--- config.mk ---
export PLATFORM = sky130hd
export DESIGN_NAME = cpc_rom_loader
export DESIGN_NICKNAME = d
export VERILOG_FILES = /design/src/rtl/cpc_rom_pkg.sv /design/src/rtl/ext_page_decode.sv /design/src/rtl/cpc_rom_loader.sv
export SDC_FILE = /design/constraint.sdc
export NUM_CORES = 1
export LEC_CHECK = 0
export BUFFER_PORTS_ARGS = -buffer_cell sky130_fd_sc_hd__buf_4
export CORE_ASPECT_RATIO = 0.6
export CORE_MARGIN = 10
export CORE_UTILIZATION = 35
export DETAILED_ROUTE_END_ITERATION = 8
export GPL_TIMING_DRIVEN = 0
export MAX_ROUTING_LAYER = met4
export PLACE_DENSITY = 0.6
export SYNTH_ARGS = -nofsm -noshare
export SYNTH_HDL_FRONTEND = slang
export SYNTH_HIERARCHICAL = 1
export SYNTH_SLANG_ARGS = --single-unit
--- constraint.sdc ---
create_clock -name clk_sys -period 2.16 [get_ports clk_sys]
set_input_delay 0.108 -clock clk_sys [delete_from_list [all_inputs] [get_ports clk_sys]]
set_output_delay 0.108 -clock clk_sys [all_outputs]
set_load 0.05 [all_outputs]
--- src/rtl/cpc_rom_pkg.sv ---
// cpc_rom_pkg: shared FSM state, page constants and decode helpers for the ROM loader.
package cpc_rom_pkg;
   typedef enum logic [1:0] {IDLE, ARM, WRITE} state_t;
   localparam logic [8:0] PAGE_DEFAULT = 9'h1EE;
   localparam logic [8:0] PAGE_MF2 = 9'h1FF;
   localparam logic [8:0] BOOT_PAGES [4] = '{9'h000, 9'h100, 9'h107, 9'h1FF};
   function automatic logic [8:0] boot_page(input logic [1:0] i);
      return BOOT_PAGES[i];
   endfunction
   // {valid, value} for one ASCII upper-case hex digit
   function automatic logic [4:0] hex_nib(input logic [7:0] c);
      return (c >= "0" && c <= "9") ? {1'b1, c[3:0]} :
             (c >= "A" && c <= "F") ? {1'b1, c[3:0] + 4'd9} : 5'd0;
   endfunction
endpackage

--- src/rtl/ext_page_decode.sv ---
// ext_page_decode: turns the two-character file extension into a ROM page and combo flag.
module ext_page_decode
   import cpc_rom_pkg::*;
(
   input  logic [15:0] ext,
   output logic [8:0]  page,
   output logic        combo
);
   logic [4:0] hi, lo;
   logic       z_hi;
   assign hi = hex_nib(ext[15:8]);
   assign lo = hex_nib(ext[7:0]);
   assign z_hi = ext[15:8] == "Z";
   always_comb begin
      page = PAGE_DEFAULT;
      combo = 1'b0;
      if (hi[4]) page[7:4] = hi[3:0];
      if (lo[4]) page[3:0] = lo[3:0];
      if (z_hi && (ext[7:0] == "Z" || ext[7:0] == "0")) begin
         page = '0;
         combo = ext[7:0] == "0";
      end
   end
endmodule

--- src/rtl/cpc_rom_loader.sv ---
// cpc_rom_loader: paces hps_io download bytes into SDRAM boot writes aligned to ce_ref,
// and records which upper-ROM pages have been loaded.
module cpc_rom_loader
   import cpc_rom_pkg::*;
#(
   parameter int MAP_PAGES = 256
) (
   input  logic        clk_sys,
   input  logic        reset,
   input  logic        ce_ref,
   input  logic        ioctl_download,
   input  logic        ioctl_wr,
   input  logic [24:0] ioctl_addr,
   input  logic [7:0]  ioctl_dout,
   input  logic [7:0]  ioctl_index,
   input  logic [31:0] ioctl_file_ext,
   output logic        ioctl_wait,
   output logic        boot_wr,
   output logic [22:0] boot_a,
   output logic [1:0]  boot_bank,
   output logic [7:0]  boot_dout,
   input  logic [7:0]  map_addr,
   output logic        rom_mapped
);
   state_t                 state;
   logic                   dl_q, combo, dual, dec_combo;
   logic [8:0]             page, dec_page, tgt;
   logic [MAP_PAGES-1:0]   rom_map;
   logic                   idx0, map_ok, dual_req;
   logic [1:0]             bank;
   logic                   unused_ext;

   ext_page_decode u_dec (
      .ext   (ioctl_file_ext[15:0]),
      .page  (dec_page),
      .combo (dec_combo)
   );

   assign unused_ext = ^ioctl_file_ext[31:16];
   assign idx0 = ioctl_index == 8'd0;
   // boot ROM set: only file pages 0-7 exist, the upper four mirror the lower into bank 1
   assign map_ok = !idx0 || ioctl_addr[24:14] < 11'd8;
   assign tgt = idx0 ? boot_page(ioctl_addr[15:14]) : {page[8], page[7:0] + ioctl_addr[21:14]};
   assign bank = {1'b0, idx0 ? ioctl_addr[16] : &ioctl_index[7:6]};
   assign dual_req = (ioctl_index[7:6] == 2'd1 || |ioctl_index[5:0]) && !bank[0];

   always_ff @(posedge clk_sys) begin
      if (reset) begin
         state <= IDLE;
         ioctl_wait <= 1'b0;
         boot_wr <= 1'b0;
         boot_a <= '0;
         boot_bank <= '0;
         boot_dout <= '0;
         rom_mapped <= 1'b0;
         rom_map <= '0;
         page <= PAGE_DEFAULT;
         combo <= 1'b0;
         dual <= 1'b0;
         dl_q <= 1'b0;
      end else begin
         dl_q <= ioctl_download;
         rom_mapped <= rom_map[map_addr];
         if (ioctl_download && !dl_q && !idx0) begin
            page <= dec_page;
            combo <= dec_combo;
         end
         case (state)
            IDLE: if (ioctl_download && ioctl_wr && map_ok) begin
               boot_a <= {tgt, ioctl_addr[13:0]};
               boot_dout <= ioctl_dout;
               boot_bank <= bank;
               dual <= dual_req;
               ioctl_wait <= 1'b1;
               state <= ARM;
            end
            ARM: if (ce_ref) begin
               boot_wr <= 1'b1;
               state <= WRITE;
            end
            WRITE: if (ce_ref) begin
               boot_wr <= 1'b0;
               if (dual) begin
                  dual <= 1'b0;
                  boot_bank <= 2'd1;
                  state <= ARM;
               end else begin
                  ioctl_wait <= 1'b0;
                  state <= IDLE;
                  if (boot_a[22]) rom_map[boot_a[21:14]] <= 1'b1;
                  // multiface combo image: the 16K after the first page belongs to the MF2 slot
                  if (combo && boot_a[13:0] == 14'h3FFF) begin
                     combo <= 1'b0;
                     page <= PAGE_MF2;
                  end
               end
            end
            default: state <= IDLE;
         endcase
      end
   end
endmodule
# Yosys cells after proc, flatten, opt, wreduce, memory -nomap -nowiden
# Cells that the tools add are included.
[totals]
register_bits = 306
input_bits = 86
output_inout_bits = 36
elab_cells = 119
[classes]
addsub = 3
magnitude_cmp = 13
n_eq_ne = 12
mux = 45
bitwise = 3
reduce_logical = 31
[op_table]
columns = ["cell", "count"]
rows = [
  ["bitwise OR 256 bit", 1],
  ["2-to-1 mux 9 bit", 9],
  ["2-to-1 mux 5 bit", 4],
  ["binary-select mux 9 bit (select 2 bit)", 1],
  ["< comparator 8 x 9 -> 1 bit (second input constant)", 2],
  ["== test 8 x 7 -> 1 bit (second input constant)", 2],
  [">= comparator 8 x 6 -> 1 bit (second input constant)", 2],
  [">= comparator 8 x 7 -> 1 bit (second input constant)", 2],
  ["<= comparator 8 x 6 -> 1 bit (second input constant)", 2],
  ["<= comparator 8 x 7 -> 1 bit (second input constant)", 2],
  ["2-to-1 mux 1 bit", 16],
  ["== test 14 bit (second input constant)", 1],
  ["logical AND 1 bit", 12],
  ["2-to-1 mux 2 bit", 6],
  ["AND reduction 4 bit", 3],
  ["< comparator 11 x 4 -> 1 bit (second input constant)", 1],
  ["inequality test 2 bit (second input constant)", 5],
  ["AND reduction 3 bit", 3],
  ["adder 4 bit (second input constant)", 2],
  ["adder 8 bit", 1],
  ["binary-select mux 1 bit (select 8 bit)", 1],
  ["demux 1 bit (select 8 bit)", 1],
  ["== test 8 x 6 -> 1 bit (second input constant)", 1],
  [">= comparator 8 x 1 -> 1 bit (second input constant)", 1],
  ["16 further kinds", 26],
]

# Depth between registers and ports, before layout
[logic_depth]
depth_word = 11
depth_mapped = 10

# Hierarchy
# The synthesis kept the hierarchy.
[by_module_without_submodules]
columns = ["module", "instances", "cells_per_inst", "area_each_um2"]
rows = [
  ["cpc_rom_loader", 1, 1329, 12398.1],
  ["ext_page_decode", 1, 57, 439.2],
]

# Worst setup path after synthesis
# No wires, ideal clock.
[synth_timing]
path_type = "register to register"
from = "reg boot_a[14]"
to = "reg rom_map[129]"
setup_ps = 65
arrival_time_ps = 2111
required_time_ps = 2095
slack_ps = -17
path_stages_with_launch = 9
period_less_slack_ps = 2177
cell_sequence = "dfxtp_1 clkbuf_1 nand2b_1 nor3_1 and3_1 clkbuf_1 buf_2 a21oi_1 nor2_1"
[synth_via]
elab_chain_len = 5
elab_cells_between_ends = 6
[synth_lines]
columns = ["element", "line", "source"]
rows = [
  ["start, declared", "cpc_rom_loader.sv:19", "output logic [22:0] boot_a,"],
  ["start signal, assigned", "cpc_rom_loader.sv:70", "boot_a <= {tgt, ioctl_addr[13:0]};"],
  ["< comparator 8 x 9 -> 1 bit (not written as such) or >= comparator 8 x 1 -> 1 bit (tied branches)", "cpc_rom_loader.sv:90", "if (boot_a[22]) rom_map[boot_a[21:14]] <= 1'b1;"],
  ["logical AND 1 bit (not written as such)", "cpc_rom_loader.sv:90", ""],
  ["2-to-1 mux 1 bit (not written as such)", "cpc_rom_loader.sv:90", ""],
  ["demux 1 bit (select 8 bit) *", "cpc_rom_loader.sv:90", ""],
  ["bitwise OR 256 bit (no source line) *", "n/a", ""],
  ["end signal, assigned", "cpc_rom_loader.sv:56", "rom_map <= '0;"],
  ["end signal, assigned by index", "cpc_rom_loader.sv:90", ""],
  ["end, declared", "cpc_rom_loader.sv:28", "logic [MAP_PAGES-1:0] rom_map;"],
]
# Every way passes the cells marked *; elsewhere a longest branch is shown, timed or not.
# A chain may end at the register's enable or synchronous reset.

# Worst setup path after layout
[layout_timing]
from = "reg rom_map[31]"
to = "reg rom_mapped"
[layout_via]
elab_chain_len = 2
[layout_lines]
columns = ["element", "line", "source"]
rows = [
  ["binary-select mux 1 bit (select 8 bit)", "cpc_rom_loader.sv:63", "rom_mapped <= rom_map[map_addr];"],
  ["2-to-1 mux 1 bit (not written as such)", "cpc_rom_loader.sv:63", ""],
  ["end signal, assigned", "cpc_rom_loader.sv:63", ""],
  ["end, declared", "cpc_rom_loader.sv:23", "output logic rom_mapped"],
]
# No other way between the ends. The select of a mux whose other input is x is not followed.

==> flow_summary_export.csv <==
group,metric,value,unit
synth,yosys_warnings,6,
worst_setup_path,worst-path-max-fanout,2,
synth,synth_top_family_by_area,"simple AND/OR/NAND/NOR gates",
synth,synth-compound-area-share,16.1,%
route,drt_iter0_drc,1112,
global_route,grt_util_all_layers,18.3,%
sta,slew-limit-headroom,17.9,%
global_route,grt_max_degree,15,
layout,nets,1673,
global_route,grt_pass1_wl,63200,um
global_route,grt_pass1_vias,10600,
synth,yosysMostFrequentCell,"dfxtp_1",
route,routed-wl-met3,4330,um
route,routed_via_density,5.43,
cts,clkLatencyLatePin,570,ps
cts,cts_num_sinks,305,
global_route,grt_overflow_total,0,
route,highest_layer,"met4",
flow_run,cap_violations,0,
die,rows,54,
synth,syn_area,0.0128,mm^2
layout,finalNonFillerCells,2070,
route,dr_total_vias,11200,
sta,finalCriticalPeriod,2150,ps
placement,io_buffers,100,
synth,synthCells,1386,
route,drt_drc_violations_left,0,
die,coreArea,0.0363,mm^2
placement,dp.cells,1962,
cts,cts_max_level,1,
synth,yosysUniqueCellTypes,69,
synth,synth_edf_count,0,
sta,setup_violations,0,
synth,synth_top_area_cell,"dfxtp_1",
placement,hpwlAfterDp,29800,um
min_path,hp-class,"in -> reg",
synth,synthSimpleGateAreaFrac,17.4,%
sta,skew,20.3,ps
placement,placed_area,0.0142,mm^2
worst_setup_path,end_kind,"register",
sta,rsz0062_at_grt,"yes",
worst_setup_path,r2r_start,"rom_map[31]",
power,p_leak,6.14,nW
worst_setup_path,worst_setup_path_start_kind,"register",
power,power_density,782,mW/mm^2
sta,fmax,464,MHz
die,io_pins,122,
die,initial_core_util,35.4,%
synth,synth.net_count,1489,
power,ir_drop,576,uV
placement,gp_congestion,0.936,
synth,ys_seq_elements,305,
run_status,outcome,"finished, final reports clean",
cts,cts_buffer_depth,3,
synth,yosysTopAreaCellShare,47.6,%
synth,synth-xor-area-share,0.546,%
cts,cts_tree,"yes",
sta,period_share,99.7,%
route,drtPass1Iterations,5,
worst_setup_path,worst-setup-path-type,"reg -> reg",
synth,synth_mux_area_share,12.3,%
synth,synth-seq-area-share,47.6,%
route,avgRoutedWirePerCell,19.9,um
synth,synth-async-reset-ratio,0,%
route,drtAntennaViolNets,0,
worst_setup_path,critPathRequiredTime,2590,ps
die,die_area,0.0450,mm^2
sta,worst_pin_slew,1230,ps
layout,syn_to_final_growth,25.0,%
worst_setup_path,crit_start,"rom_map[31]",
worst_setup_path,rrSetupSlack,7,ps
synth,synthFlopType,"dfxtp_1",
synth,synthAdderAreaFrac,1.72,%
route,route.met2.wl,16900,um
synth,avgSynthCellArea,9.26,um^2
layout,drive_gt1_share,22.7,%
sta,slew_viol_final,0,
die,fp.dieW,267,um
die,die_y,168,um
synth,ys_top_cells_by_count,"305 x dfxtp_1, 303 x a21oi_1, 302 x nor2_1, 83 x nand2_1, 66 x clkbuf_1",
route,wl,41200,um
route,wl_met1,19300,um
global_route,antenna_found_initial,1,
layout,postLayoutCellArea,0.0160,mm^2
sta,hold_viol,0,
synth,synth_area_leaders,"dfxtp_1 48%, a21oi_1 12%, mux4_2 11%, nor2_1 8.8%, nand2_1 2.4%",
worst_setup_path,worstPathArrival,2580,ps
min_path,min_from,"ioctl_file_ext[5]",
cts,cts_root_buf,"clkbuf_16",
cts,cts_buffers,30,
cts,clk_pin_slew,70,ps
-- sequential cells by signal, indices dropped and copies added, names as in the netlist, 2 cells and up --
name,cells
boot_a,23
boot_dout,8
state,2
rom_map,256
page,9
-- report_power, final --
group | switching [mW] | leakage, nW | internal, mW | total [mW]
Sequential | 0.0753 | 2.46 | 5.68 | 5.76
Combinational | 0.790 | 3.17 | 0.427 | 1.22
Clock | 2.26 | 0.510 | 3.30 | 5.57
-- layer usage --
metal	GRT usage [%]	vias up
met5	-	-
met4	3.00	0
met3	4.83	58
met2	25.1	437
met1	26.6	5491
li1	-	5246
-- cell type report --
class,instances,area (um^2)
inverter,10,37.5
tap,476,596
clock buffer,44,885
antenna,1,2.50
sequential,305,6110
timing repair buffer,156,1260
clock inverter,11,160
multi-input combinational,963,6380
buffer,104,609
fill,3434,20200
-- metrics by stage --
step                      worst slack, ps  setup TNS [ps]  hold WS, ps  power [mW]  utilization (%)
after global placement               -515          -33490          355        6.95             39.1
after floorplan                      2.48               0          215        6.53                -
final                                6.57               0         58.4        12.5             44.2
after global routing                -76.1           -1540         65.3        12.9             44.2
after detailed placement             -536          -37470          366        6.96             39.1
after CTS                            5.80               0         27.0        12.6             43.5
-- cell families (layout without fill, tap and decap cells) --
logic type	count (synthesis)	after routing
xor gates and xnor gates	8	8
buffers and inverters	118	325
other	1	2
and+or+nand+nor	487	487
adders and majority gates	17	17
AOI/OAI and AO/OA	373	373
DFF	305	305
muxes	77	77
-- critical path, cell delays in order (launching register included) --
cell and delay [ps]:
dfxtp_1 310, mux4_2 470, mux2i_1 370, nand2_1 110
o311ai_0 110, a31oi_1 150, nor4_1 380, o31ai_2 120
-- cells in the final DEF, fill, tap and decap left out, drive strengths merged, types with 4 or more instances in the layout --
cell and count:
o21bai 4, mux4 64, buf 158, and3 7, clkbuf 109, nor4 6, bufinv 4, dfxtp 305
nand2 84, a31oi 11, clkinv 5, a22oi 11, nor2 303, nor3b 6, nand2b 8, nand3 10
o311ai 7, dlygate4sd3 37, inv 10, nor2b 6, nor3 36, mux2i 12, nand4 5, ha 16
o21ai 13, xnor2 7, a21oi 304
-- timing repair --
item / 4_1_cts / 5_1_grt
setup buffers: 7 / 11
pin swaps: 12 / 11
endpoints found under the setup margin: 211 / 209
hold buffers: 37 / 0
endpoints found under the hold margin: 39 / 0
resized for setup: 48 / 55
cloned: 0 / 1
-- final timing paths --
check	endpoint	cells past startpoint
worst min register to register	boot_dout[1]	2
worst max-delay path	rom_mapped	7
worst min-delay path	page[3]	6
worst max register to register	rom_mapped	7
Power figures use the tool's default switching activity.
